**src/rtl/sr_cmd_scheduler.sv**
```systemverilog
// Round-robin scheduler sharing one SR flip-flop cell between N_REQ requesters.
// Each granted command is pulsed for one cycle, settled, then checked against q.
module sr_cmd_scheduler #(
  parameter int N_REQ      = 4,
  parameter int SETTLE_CYC = 2,
  parameter int CW         = 2
) (
  input  logic             clk,
  input  logic             rst,
  input  logic [N_REQ-1:0] req,
  input  logic [N_REQ-1:0] cmd,
  output logic [N_REQ-1:0] ack,
  output logic             err,
  output logic [CW-1:0]    grant_id,
  output logic             busy,
  output logic             s,
  output logic             r,
  input  logic             q
);

  // Handshake: a requester raises req[i] with a stable cmd[i] and holds it until
  // it sees the one-cycle ack[i]; it drops req[i] on the edge that samples ack[i].

  typedef enum logic [1:0] {IDLE, DRIVE, SETTLE, DONE} state_t;

  state_t             state, state_n;
  logic [CW-1:0]      ptr, ptr_n;
  logic [CW-1:0]      cnt, cnt_n;
  logic [CW-1:0]      grant_n;
  logic               lcmd, lcmd_n;
  logic               s_n, r_n, err_n, busy_n;
  logic [N_REQ-1:0]   ack_n;

  logic [2*N_REQ-1:0] req_dbl;
  logic [N_REQ-1:0]   req_rot;
  logic [N_REQ-1:0]   cmd_sh;
  logic [CW-1:0]      pick;
  logic               found;
  int                 sum;

  // Rotate req so bit 0 is the requester at ptr; the lowest set bit wins.
  always_comb begin
    req_dbl = {req, req} >> ptr;
    req_rot = req_dbl[N_REQ-1:0];
    found   = 1'b0;
    pick    = ptr;
    sum     = 0;
    for (int j = N_REQ - 1; j >= 0; j--) begin
      if (req_rot[j]) begin
        found = 1'b1;
        sum   = int'(ptr) + j;
        if (sum >= N_REQ) sum = sum - N_REQ;
        pick  = CW'(sum);
      end
    end
    cmd_sh = cmd >> pick;
  end

  always_comb begin
    state_n = state;
    ptr_n   = ptr;
    cnt_n   = cnt;
    grant_n = grant_id;
    lcmd_n  = lcmd;
    s_n     = 1'b0;
    r_n     = 1'b0;
    ack_n   = '0;
    err_n   = 1'b0;
    case (state)
      IDLE: begin
        if (found) begin
          grant_n = pick;
          lcmd_n  = cmd_sh[0];
          s_n     = cmd_sh[0];
          r_n     = ~cmd_sh[0];
          state_n = DRIVE;
        end
      end
      DRIVE: begin
        cnt_n   = '0;
        state_n = SETTLE;
      end
      SETTLE: begin
        cnt_n = cnt + 1'b1;
        if (cnt == CW'(SETTLE_CYC - 1)) begin
          ack_n   = N_REQ'(1) << grant_id;
          err_n   = (q != lcmd);
          state_n = DONE;
        end
      end
      DONE: begin
        ptr_n   = (grant_id == CW'(N_REQ - 1)) ? '0 : grant_id + 1'b1;
        state_n = IDLE;
      end
      default: state_n = IDLE;
    endcase
    busy_n = (state_n != IDLE);
  end

  always_ff @(posedge clk or posedge rst) begin
    if (rst) begin
      state    <= IDLE;
      ptr      <= '0;
      cnt      <= '0;
      grant_id <= '0;
      lcmd     <= 1'b0;
      s        <= 1'b0;
      r        <= 1'b0;
      ack      <= '0;
      err      <= 1'b0;
      busy     <= 1'b0;
    end else begin
      state    <= state_n;
      ptr      <= ptr_n;
      cnt      <= cnt_n;
      grant_id <= grant_n;
      lcmd     <= lcmd_n;
      s        <= s_n;
      r        <= r_n;
      ack      <= ack_n;
      err      <= err_n;
      busy     <= busy_n;
    end
  end

endmodule

```
**config.mk**
```make
export PLATFORM = sky130hd
export DESIGN_NAME = sr_cmd_scheduler
export DESIGN_NICKNAME = d
export VERILOG_FILES = /design/src/rtl/sr_cmd_scheduler.sv
export SDC_FILE = /design/constraint.sdc
export NUM_CORES = 1
export LEC_CHECK = 0
export CAP_MARGIN = 20
export CELL_PAD_IN_SITES_DETAIL_PLACEMENT = 2
export CELL_PAD_IN_SITES_GLOBAL_PLACEMENT = 2
export CORE_UTILIZATION = 33
export CTS_CLUSTER_SIZE = 40
export DETAILED_ROUTE_END_ITERATION = 8
export PLACE_DENSITY_LB_ADDON = 0.1
export SYNTH_ARGS = -nofsm -noshare
export SYNTH_HDL_FRONTEND = slang
export SYNTH_SLANG_ARGS = --single-unit
```
**constraint.sdc**
```tcl
create_clock -name clk -period 4.3 [get_ports clk]
set_input_delay 0.86 -clock clk [delete_from_list [all_inputs] [get_ports clk]]
set_output_delay 0.86 -clock clk [all_outputs]
set_load 0.03 [all_outputs]
```
==> Word-level counts from Yosys, hierarchy flattened <==
Index checks and enable logic that the tools add are counted.
{ "word_totals": {"input_bits": 11, "regBits": 17} }
{ "op_classes": {"shift": 3, "eq_ne": 6, "reduce_logical": 4, "add_sub_neg": 9, "mux": 25, "n_lt_le_gt_ge": 4, "n_bitwise": 1} }
{ "op_table": {"columns": ["cell", "n"], "rows": [
  ["$mux W2", 11],
  ["$mux W1", 10],
  ["$ge A3 B3 Y1 const B", 3],
  ["$mux W4", 2],
  ["$pmux W2 S4", 1],
  ["$shr A8 B2 Y4", 1],
  ["$sub A2 B1 Y2 const B", 4],
  ["$add A2 B2 Y3 const B", 2],
  ["$eq A2 B2 Y1 const B", 3],
  ["$add A2 B1 Y2 const B", 2],
  ["$eq A2 B1 Y1 const B", 2],
  ["$pmux W2 S2", 1],
  ["$reduce_bool A2 Y1", 2],
  ["$shl A1 B2 Y4 const A", 1],
  ["$shr A4 B2 Y1", 1],
  ["$add A2 B1 Y3 const B", 1],
  ["$ge A2 B3 Y1 const B", 1],
  ["$logic_not A2 Y1", 1],
  ["$reduce_and A2 Y1", 1],
  ["$ne A1 B1 Y1", 1],
  ["$not A1 Y1", 1]
]} }

==> Logic depth before layout (Yosys ltp) <==
{ "depth": {"word_depth": 11, "mapped_depth": 6} }

==> Worst setup path after synthesis <==
Ideal clock, no wire load.
{ "synth_path": {"path_type": "in2reg", "startpoint": "input req[2]", "endpoint": "register lcmd", "stages": 5, "path_buffers": 0, "required_time_ns": 4.230, "arrival_time_ns": 1.897, "setup_ns": 0.070, "path_slack_ns": 2.333, "path_cell_list": "and2b_4 -> a2111oi_4 -> o21ai_1 -> a211o_1 -> nand3_1"} }
{ "synth_via": {"elab_chain_cells": 6} }
{ "synth_lines": {"columns": ["element", "line_no", "rtl"], "rows": [
  ["from (decl)", "10", "input logic [N_REQ-1:0] req,"],
  ["$shr A8 B2 Y4 *", "43", "req_dbl = {req, req} >> ptr;"],
  ["$mux W2 or $mux W1 (tied branches) (4 in a row)", "49", "if (req_rot[j]) begin"],
  ["$shr A4 B2 Y1 or $reduce_and A2 Y1 (tied branches)", null, null],
  ["to (signal assigned)", "117", "lcmd <= lcmd_n;"],
  ["to (decl)", "30", "logic lcmd, lcmd_n;"]
]} }
Mark *: on every way between the ends. The rest lies on a longest branch, timed or not.
A chain may end at the register's enable or synchronous reset.

==> Final worst setup path <==
{ "layout_path": {"startpoint": "input req[3]", "endpoint": "register lcmd"} }
Same word-level chain as after synthesis.

==> summary by stage <==
Clock tree
The clock passes through at most 2 buffers. The count of instances resized after the clock tree is built is 0. The clock sink total is 17. The root buffer cell is sky130_fd_sc_hd__clkbuf_4.

The number of setup buffers added after CTS is 0. Clock-pin slew was measured on the worst setup and hold paths at 100 ps. In this run the number of H-tree levels came out at 1.

The hold buffer count at CTS is 0. TritonCTS built the clock tree. The number of buffers inserted during clock tree synthesis is 3. At the later pin of the worst-skew pair, clock insertion delay measures roughly 300 ps.

STA
The final max-slew violation count came to 0. On the final layout, the worst clock skew is around 2.1 ps. The number of setup violations in the final report is 0.

The total negative slack for setup checks is 0 ps. Static timing analysis puts the maximum clock frequency at 396.9 MHz. At the pin with the least slew margin, the transition time is 850.6 ps. Headroom to the max-slew limit came out at around 43%. After layout, the minimum clock period comes to 2520 ps.

Setup repair after global routing left no endpoint under its margin. The count of endpoints failing hold in the final timing report is 0. The period utilization is between 50% and 60%.

Floorplanning
The row count is 18. The area of the core is 0.002500 mm². The floorplan step set the die width to between 50 and 60 µm.

The number of ports placed on the die boundary is 21. For this configuration, the core starts out at a cell density of 35.49%. The die span in y is 53.85 µm. The die covers 0.002899 mm².

Synth
The number of nets handed over by synthesis was 97. Ranked by total cell area, the synthesized netlist is headed by sky130_fd_sc_hd__dfrtp_1 48%, sky130_fd_sc_hd__ha_1 11%, sky130_fd_sc_hd__and3_1 3.5%. The synthesized netlist devotes 11.28% of its cell area to adder and majority cells. After technology mapping, the gate count stands at 78.

Of the post-synthesis cell area, the dominant cell type holds about 48%. The area of the mapped netlist is 887.1 µm². By count the netlist is led by 17 x sky130_fd_sc_hd__dfrtp_1, 8 x sky130_fd_sc_hd__ha_1, 8 x sky130_fd_sc_hd__inv_1. The simple-gate share of the synthesized area is around 16%.

During synthesis, Yosys emitted a total of 0 warnings. Sequential cells were found to cover 47.95% of the synthesized design area. sky130_fd_sc_hd__dfrtp_1 takes more of the synthesized area than any other cell.

The async set-or-reset flop fraction in the synthesized netlist is between 90% and 100%. In the post-synthesis netlist, the cell with the most instances is sky130_fd_sc_hd__dfrtp_1. The number of synthesized flops with an enable pin is 0. By area, the combinational part of the netlist is dominated by compound AO/OA/AOI/OAI gates. The share of the synthesized area in compound gates (AO/OA/AOI/OAI) is 16.78%.

The fraction of synthesized cell area in xor and xnor cells is 0.9873%. The most used flip-flop cell after synthesis is sky130_fd_sc_hd__dfrtp_1. The mean instance size in the synthesized netlist is 11.37 µm². The unique cell type count in the Yosys netlist is 31.

The flop and latch count out of synthesis is 17. Measured against the total synthesized area, the mux share comes to 3.667%.

Finish
After routing the design area is around 0.0012 mm². The net count of the finished layout is between 100 and 150. The relative area change from synthesis to final layout is 29.76%. The fraction of layout cells with a size suffix above 1 is 10.78%.

0 antenna diodes ended up in the layout. For this run, the number of standard cells in the final layout without fillers is 132.

Route
Before antenna repair, the detailed router went through 4 iterations. The total wirelength of the detailed-routed design is approximately 2000 µm. The average wire length per cell after detail routing is 15.54 µm.

The total number of vias is 676. The detail route stage leaves a number of antenna-violating nets equal to 0. The DRC violation count after routing is 0. The initial DRC count is 8. Dividing the detail-routed via count by the number of cells gives 5.121.

Pwr
For this design the ratio of total power to cell area is roughly 620 mW/mm². The analysis attributes to cell leakage a power of 0.5425 nW. The peak supply drop is around 0.34 mV. The completed layout was analyzed and its total power is around 0.7 mW.

Min path
The cell depth of the worst hold path is 1. The class of the worst hold path is register to register.

Worst setup path
The worst setup path is captured at a register. STA classifies the critical path startpoint as an input port. At the worst endpoint, the required time is roughly 4500 ps. Counting cells, the worst reg-to-reg path comes to 6. The data arrival at the endpoint of the critical path is 2710 ps.

The critical path is of the input port to register type. The critical-path maximum fanout is 8. In this run the register-to-register setup slack is 2490 ps.

Placed design
The HPWL reported at the end of detailed placement is roughly 1600 µm. The count of placed standard cells including taps is 128. The area after detailed placement is 0.001125 mm².

The count of buffers added on input and output ports is 20. The global placement routability congestion is 0.7143.

Status
The flow ran to the end, and the final reports show no timing, DRC or antenna violations.

Flow run
The tool flagged a number of max-cap violations equal to 0.

Global routing
Global routing finished with a remaining overflow of 0. The number of antenna violations at the first check in global routing is 0. The total routing resource utilization after global routing is about 18%. The first global-routing pass estimated 3394 µm of wire. The via count of the first global-routing pass was just over 700. The largest net degree at the start of global routing is 18.
==> layout make-up <==
cell class | count | area, µm²
repair buffers | 20 | 200.2
flip-flops and latches | 17 | 425.4
inverters | 8 | 30.03
clock buffers | 4 | 26.28
multi-input cells | 53 | 431.7
well taps | 30 | 37.54
fillers | 265 | 1349
==> cells by family after synthesis <==
logic type / count (synthesis)
compound gates: 18
xor+xnor: 1
fa+ha+maj: 8
buf+inv: 8
flops: 17
mux: 3
simple gates: 23
==> registers in the layout, summed over array words and instances, names as in the netlist, 2 cells and up <==
signal,count
grant_id,2
ptr,2
cnt,2
state,2
ack,4
==> critical path, stage by stage <==
cell                              delay [ps]
sky130_fd_sc_hd__clkdlybuf4s50_1         520
sky130_fd_sc_hd__o41ai_2                 850
sky130_fd_sc_hd__a2111oi_0               210
sky130_fd_sc_hd__o21ai_1                 170
sky130_fd_sc_hd__nand3_1                  90
==> placed cells by master, fill, tap and decap left out, types with 3 or more instances in the layout <==
master and instances:
sky130_fd_sc_hd__nand2_1 5, sky130_fd_sc_hd__and3_1 5, sky130_fd_sc_hd__ha_1 8, sky130_fd_sc_hd__clkbuf_4 3
sky130_fd_sc_hd__dfrtp_1 17, sky130_fd_sc_hd__inv_1 8, sky130_fd_sc_hd__a21oi_1 3, sky130_fd_sc_hd__clkdlybuf4s50_1 20
==> stage by stage <==
step                utilization [%]  setup slack (ps)  hold WS [ps]
floorplan                         -              2333         457.2
CTS                           46.05              1786         505.4
global placement              45.00              1589         471.2
global route                  46.05              1619         525.4
finish                        46.05              1780         493.8
detailed placement            45.00              1484         491.4
==> per-layer routing <==
layer | GRT usage, % | share of wire (%) | up-vias
met4 | 9.211 | 2.2 | 0
met2 | 28.40 | 48 | 13
met1 | 21.58 | 46 | 335
met5 | 0 | 0 | -
li1 | - | - | 323
met3 | 6.780 | 3.9 | 5
==> path summary, 6_finish.rpt <==
| path | endpoint | start |
|---|---|---|
| setup / recovery | lcmd | req[3] |
| min in group asynchronous | ack[2] | rst |
| max in group asynchronous | grant_id[1] | rst |
| setup reg to reg | lcmd | state[0] |
| hold / removal | cnt[0] | cnt[0] |
| hold reg to reg | cnt[0] | cnt[0] |
==> where the power goes <==
group / internal [mW] / switching, mW / total, mW
logic: 0.163 / 0.202 / 0.365
registers: 0.216 / 0.0468 / 0.263
clock network: 0.0362 / 0.0528 / 0.0890
(Power assumes the default switching activity.)
==> variant 1: new RTL, same flow settings <==
Register the output `err` once more, with the module's reset; this adds one clock of latency there. The other outputs are not delayed to match.
--- a/src/rtl/sr_cmd_scheduler.sv
+++ b/src/rtl/sr_cmd_scheduler.sv
@@ -24,2 +24,4 @@
   typedef enum logic [1:0] {IDLE, DRIVE, SETTLE, DONE} state_t;
+
+  logic err_s0;
 
@@ -109,3 +111,3 @@
       ack      <= '0;
-      err      <= 1'b0;
+      err_s0   <= 1'b0;
       busy     <= 1'b0;
@@ -120,4 +122,12 @@
       ack      <= ack_n;
-      err      <= err_n;
+      err_s0   <= err_n;
       busy     <= busy_n;
+    end
+  end
+
+  always_ff @(posedge clk or posedge rst) begin
+    if (rst) begin
+      err <= '0;
+    end else begin
+      err <= err_s0;
     end
Check against the original RTL: not equivalent (a bounded check fails within 10 cycles, from zero or initial values and one cycle with rst high).
==> variant 1 against the unedited design <==
Sequential cell count increased by 1. Cell area increased by 3.0%. Largest power group unchanged. Utilization increased by 0.56 points. Setup slack improved by 48 ps. Wire length about the same. Critical path type unchanged. Total power increased by 4.6%. Die area increased by 2.7%. Area after synthesis increased by 2.8%.
==> variant 1: results (changes against the unedited design) <==
* Starting DRT DRC Count at 3 (-5)
* Ratio of cells with drive above 1 in the final layout at 11.7% (+0.87 points)
* Clock root cell: clkbuf_4
* H-tree depth at 1 (unchanged)
* Peak per-stage delay on the critical path at 540 ps (-310 ps)
* Dpl ws at 1510 ps (+21.7 ps)
* Clk pwr at 0.104 mW (+17%)
* CP max FO at 5 (-3)
* Hold Slack at 365 ps (-128 ps)
* Hold Crit Start: err_s0$_DFF_PP0_
* Final GP Congestion at 0.722 (+1.1%)
* Critical Path Sink: s$_DFF_PP0_
* Worst vdd ir at 303 uV (-11%)
* Fraction of the mapped netlist area in adder cells at 11.0% (-0.31 points)
* CP Launch Point: req[2]
* R2r startpoint: state[0]$_DFF_PP0_
* DRT Pass-1 Iters at 3 (-1)
* Overall routing resource usage at 16.6% (-1.6 points)
* Hold endpoint: err$_DFF_PP0_
* CTS Buf Count at 3 (unchanged)
* Switching share of total power at 40.9% (-1.1 points)
* Nets@finish at 123 (+0.82%)
* Post-DP HPWL at 1.63 mm (+2.9%)
* Mux cell area share after synthesis at 3.57% (-0.10 points)
* Xor and xnor fraction of the mapped netlist area at 0.960% (-0.027 points)
* Initial core utilization at 35.8% (+0.36 points)
* Worst-path clk slew at 110 ps
* Leakage Power at 0.562 nW (+3.7%)
* CP max stage cell: clkdlybuf4s50_1
* Worst-margin pin slew at 745 ps (-106 ps)
* Syn Nets at 98 (+1.0%)
* Cell Area, Placed at 1150 um^2 (+2.2%)
* Period utilisation layout at 57.5% (-1.1 points)
* Fillers at 268 (+1.1%)
* Detailed-route via count at 688 (+1.8%)
* Skew final at 9.87 ps (+7.76 ps)
* Largest net degree at the start of global routing at 19 (+1)
* Clk pwr share at 13.8% (+1.4 points)
* Synth Area in Compound Gates at 16.3% (-0.46 points)
* Status: completed
* First-pass GRT wire length at 3.35 mm (-1.2%)
* Cells after Synth at 79 (+1.3%)
* WL/cell at 15.4 um (-0.70%)
* Post-synthesis sequential area ratio at 49.4% (+1.4 points)
* Synth cell count leaders: dfrtp_1 (18), ha_1 (8), inv_1 (8)
* Yosys warnings at 0 (unchanged)
* Area contributors post-synth: dfrtp_1 (49%), ha_1 (11%), and3_1 (3.4%)
* Non-filler cells, final at 133 (+0.76%)
* Via count of the first global-routing pass at 712 (-0.56%)
* Worst hold path stage count at 0 (-1)
==> variant 1: cell types whose count changed after synthesis, sizes merged <==
cell   unedited run  this run
dfrtp            17        18
==> variant 1: routing by layer <==
layer  vias up  routed length, um  global-route usage, %
met3         3                 79                   5.00
met5         -                  0                      0
met2        15               1050                   29.1
met4         0                 10                   2.56
li1        327                  -                      -
met1       343                912                   20.2
==> variant 1: final cells by class <==
cell class | instances | area [um^2] | share of cell area (%)
flip-flops and latches | 18 | 450 | 38.0
multi-input cells | 53 | 432 | 36.4
repair buffers | 20 | 200 | 16.9
well taps | 30 | 37.5 | 3.16
clock buffers | 4 | 36.3 | 3.06
inverters | 8 | 30.0 | 2.53
==> variant 1: worst max-delay path, delay by kind of cell <==
kind	cells	cell delay, ps
buffers and inverters	1	540
and+or+nand+nor	2	330
AOI/OAI and AO/OA	3	990
==> variant 2: new RTL, same flow settings <==
Made on the original files. The parameter `N_REQ` goes from 4 to 5.
--- a/src/rtl/sr_cmd_scheduler.sv
+++ b/src/rtl/sr_cmd_scheduler.sv
@@ -3,3 +3,3 @@
 module sr_cmd_scheduler #(
-  parameter int N_REQ      = 4,
+  parameter int N_REQ      = 5,
   parameter int SETTLE_CYC = 2,
Interface: changed (resized ack, cmd and req); port bits go from 21 to 24. No check against the original RTL was run, so the function may have changed too.
==> variant 2 against the unedited design <==
Cell area increased by 35%. Total power is 40% higher. Die area increased by 41%. Area after synthesis increased by 43%. Setup slack got worse by 570 ps. Sequential cell count is the same. First-iteration DRC count rose to 2.5 times the old value. Wire length is 48% higher. Critical path type unchanged. Largest power group unchanged. Highest routed layer unchanged.
==> variant 2: results (changes against the unedited design) <==
* Status: completed
* Most flops, register: ack
* Path depth of the worst reg2reg path at 9 (+3)
* Asr flop ratio synth at 100% (unchanged)
* R2r startpoint: ptr[0]$_DFFE_PP0N_
* Worst vdd ir at 165 uV (-51%)
* WL/cell at 15.8 um (+1.4%)
* Fillers at 405 (+53%)
* Clk Latency, worst-skew pair at 250 ps (-50 ps)
* Final GP Congestion at 0.750 (+5.0%)
* Max reg flops at 4 (unchanged)
* CTS Buf Count at 3 (unchanged)
* Hold Slack at 503 ps (+9.17 ps)
* Hold endpoint: cnt[0]$_DFFE_PP0P_
* # placed instances at 189 (+48%)
* Reg2Reg Capture Point: lcmd$_DFFE_PP0P_
* Leakage Power at 0.689 nW (+27%)
* Dpl ws at 955 ps (-528 ps)
* Setup slack, reg-to-reg at 1230 ps (-1260 ps)
* Skew final at 3.90 ps (+1.79 ps)
* First-pass GRT wire length at 5.21 mm (+53%)
* Antenna violations before repair at 0 (unchanged)
* Post-DP HPWL at 2.47 mm (+56%)
* Area of the multi-input gates at 771 um^2 (+79%)
* Syn Area/Cell at 10.2 um^2 (-10%)
* CP max FO at 6 (-2)
* Starting DRT DRC Count at 20 (+12)
* Ratio of cells with drive above 1 in the final layout at 10.3% (-0.44 points)
* Synth cell count leaders: dfrtp_1 (17), nand2_1 (14), ha_1 (12)
* Clock root cell: clkbuf_8
* # diodes at 0 (unchanged)
* Post-synthesis sequential area ratio at 33.6% (-14 points)
* Overall routing resource usage at 16.7% (-1.5 points)
* Vias/cell at 5.26 (+2.8%)
* Worst-path clk slew at 60 ps (-40 ps)
* Yosys warnings at 0 (unchanged)
* Largest net degree at the start of global routing at 18 (unchanged)
* Area contributors post-synth: dfrtp_1 (34%), ha_1 (12%), mux2i_1 (8.7%)
* PortBufs at 21 (+5.0%)
* Cell Area, Placed at 1500 um^2 (+34%)
* Worst min path class: flop to flop
* Switching share of total power at 45.2% (+3.2 points)
* Worst hold path stage count at 1 (unchanged)
* Post-cts resize count at 0 (unchanged)
* DRT Pass-1 Iters at 4 (unchanged)
* Nets@finish at 171 (+40%)
* Post-synthesis cell type count at 45 (+45%)
* Worst-margin pin slew at 725 ps (-126 ps)
* Detailed-route via count at 1,016 (+50%)
* Hold Crit Start: cnt[0]$_DFFE_PP0P_
* H-tree depth at 1 (unchanged)
* Post-CTS setup buffers at 0 (unchanged)
* Via count of the first global-routing pass at 1,067 (+49%)
* Syn Nets at 149 (+54%)
* Longest Clk Path Bufs at 2 (unchanged)
* Crit path arrival time at 3230 ps (+520 ps)
-- variant 2: worst max path at each step --
| stage | start | to | slack (ps) |
|---|---|---|---|
| 2_1_floorplan | ptr[0]$_DFFE_PP0N_ | lcmd$_DFFE_PP0P_ | 1750 |
| 3_3_place_gp | req[4] | lcmd$_DFFE_PP0P_ | 1000 |
| 3_5_place_dp | req[4] | lcmd$_DFFE_PP0P_ | 960 |
| 4_1_cts | req[4] | lcmd$_DFFE_PP0P_ | 1210 |
| 5_1_grt | ptr[0]$_DFFE_PP0N_ | lcmd$_DFFE_PP0P_ | 1080 |
| 6_report | req[4] | lcmd$_DFFE_PP0P_ | 1210 |
-- variant 2: cell families (layout without fill, tap and decap cells) --
family                     after synthesis  count (layout)  synth area share (%)
and+or+nand+nor                         34              34                  13.5
AOI/OAI and AO/OA                       28              28                  19.2
muxes                                   17              17                  15.4
DFF                                     17              17                  33.6
buffers and inverters                   14              35                  5.44
adders and majority gates               12              12                  11.9
other                                    1               1                 0.296
xor gates and xnor gates                 1               1                 0.693
-- variant 2: metal layers --
layer / global-route usage [%] / part of all wire, %
met5: 0 / 0
met4: 5.97 / 1.4
met3: 2.14 / 1.8
met2: 32.3 / 56
met1: 18.1 / 40
-- variant 2: power groups by stage --
stage	Combinational (mW)	Sequential, mW	Clock, mW
after floorplan	0.438	0.291	0
after global placement	0.572	0.283	0
after detailed placement	0.609	0.288	0
after CTS	0.612	0.286	0.123
after global routing	0.665	0.295	0.128
final	0.599	0.283	0.118
-- variant 2: final cells by class --
class	instances	area share [%]
Multi-Input combinational cell	93	49.8
Sequential cell	17	27.5
Timing Repair Buffer	21	13.6
Tap cell	48	3.88
Clock buffer	4	2.91
Inverter	10	2.42
-- variant 2: worst max-delay path, stage by stage --
cell and delay [ps]:
clkdlybuf4s50_1 530, mux2_2 380, a21oi_4 250, nand2_2 90, o311ai_4 390, mux2i_1 310
o221ai_2 150, mux2_4 280
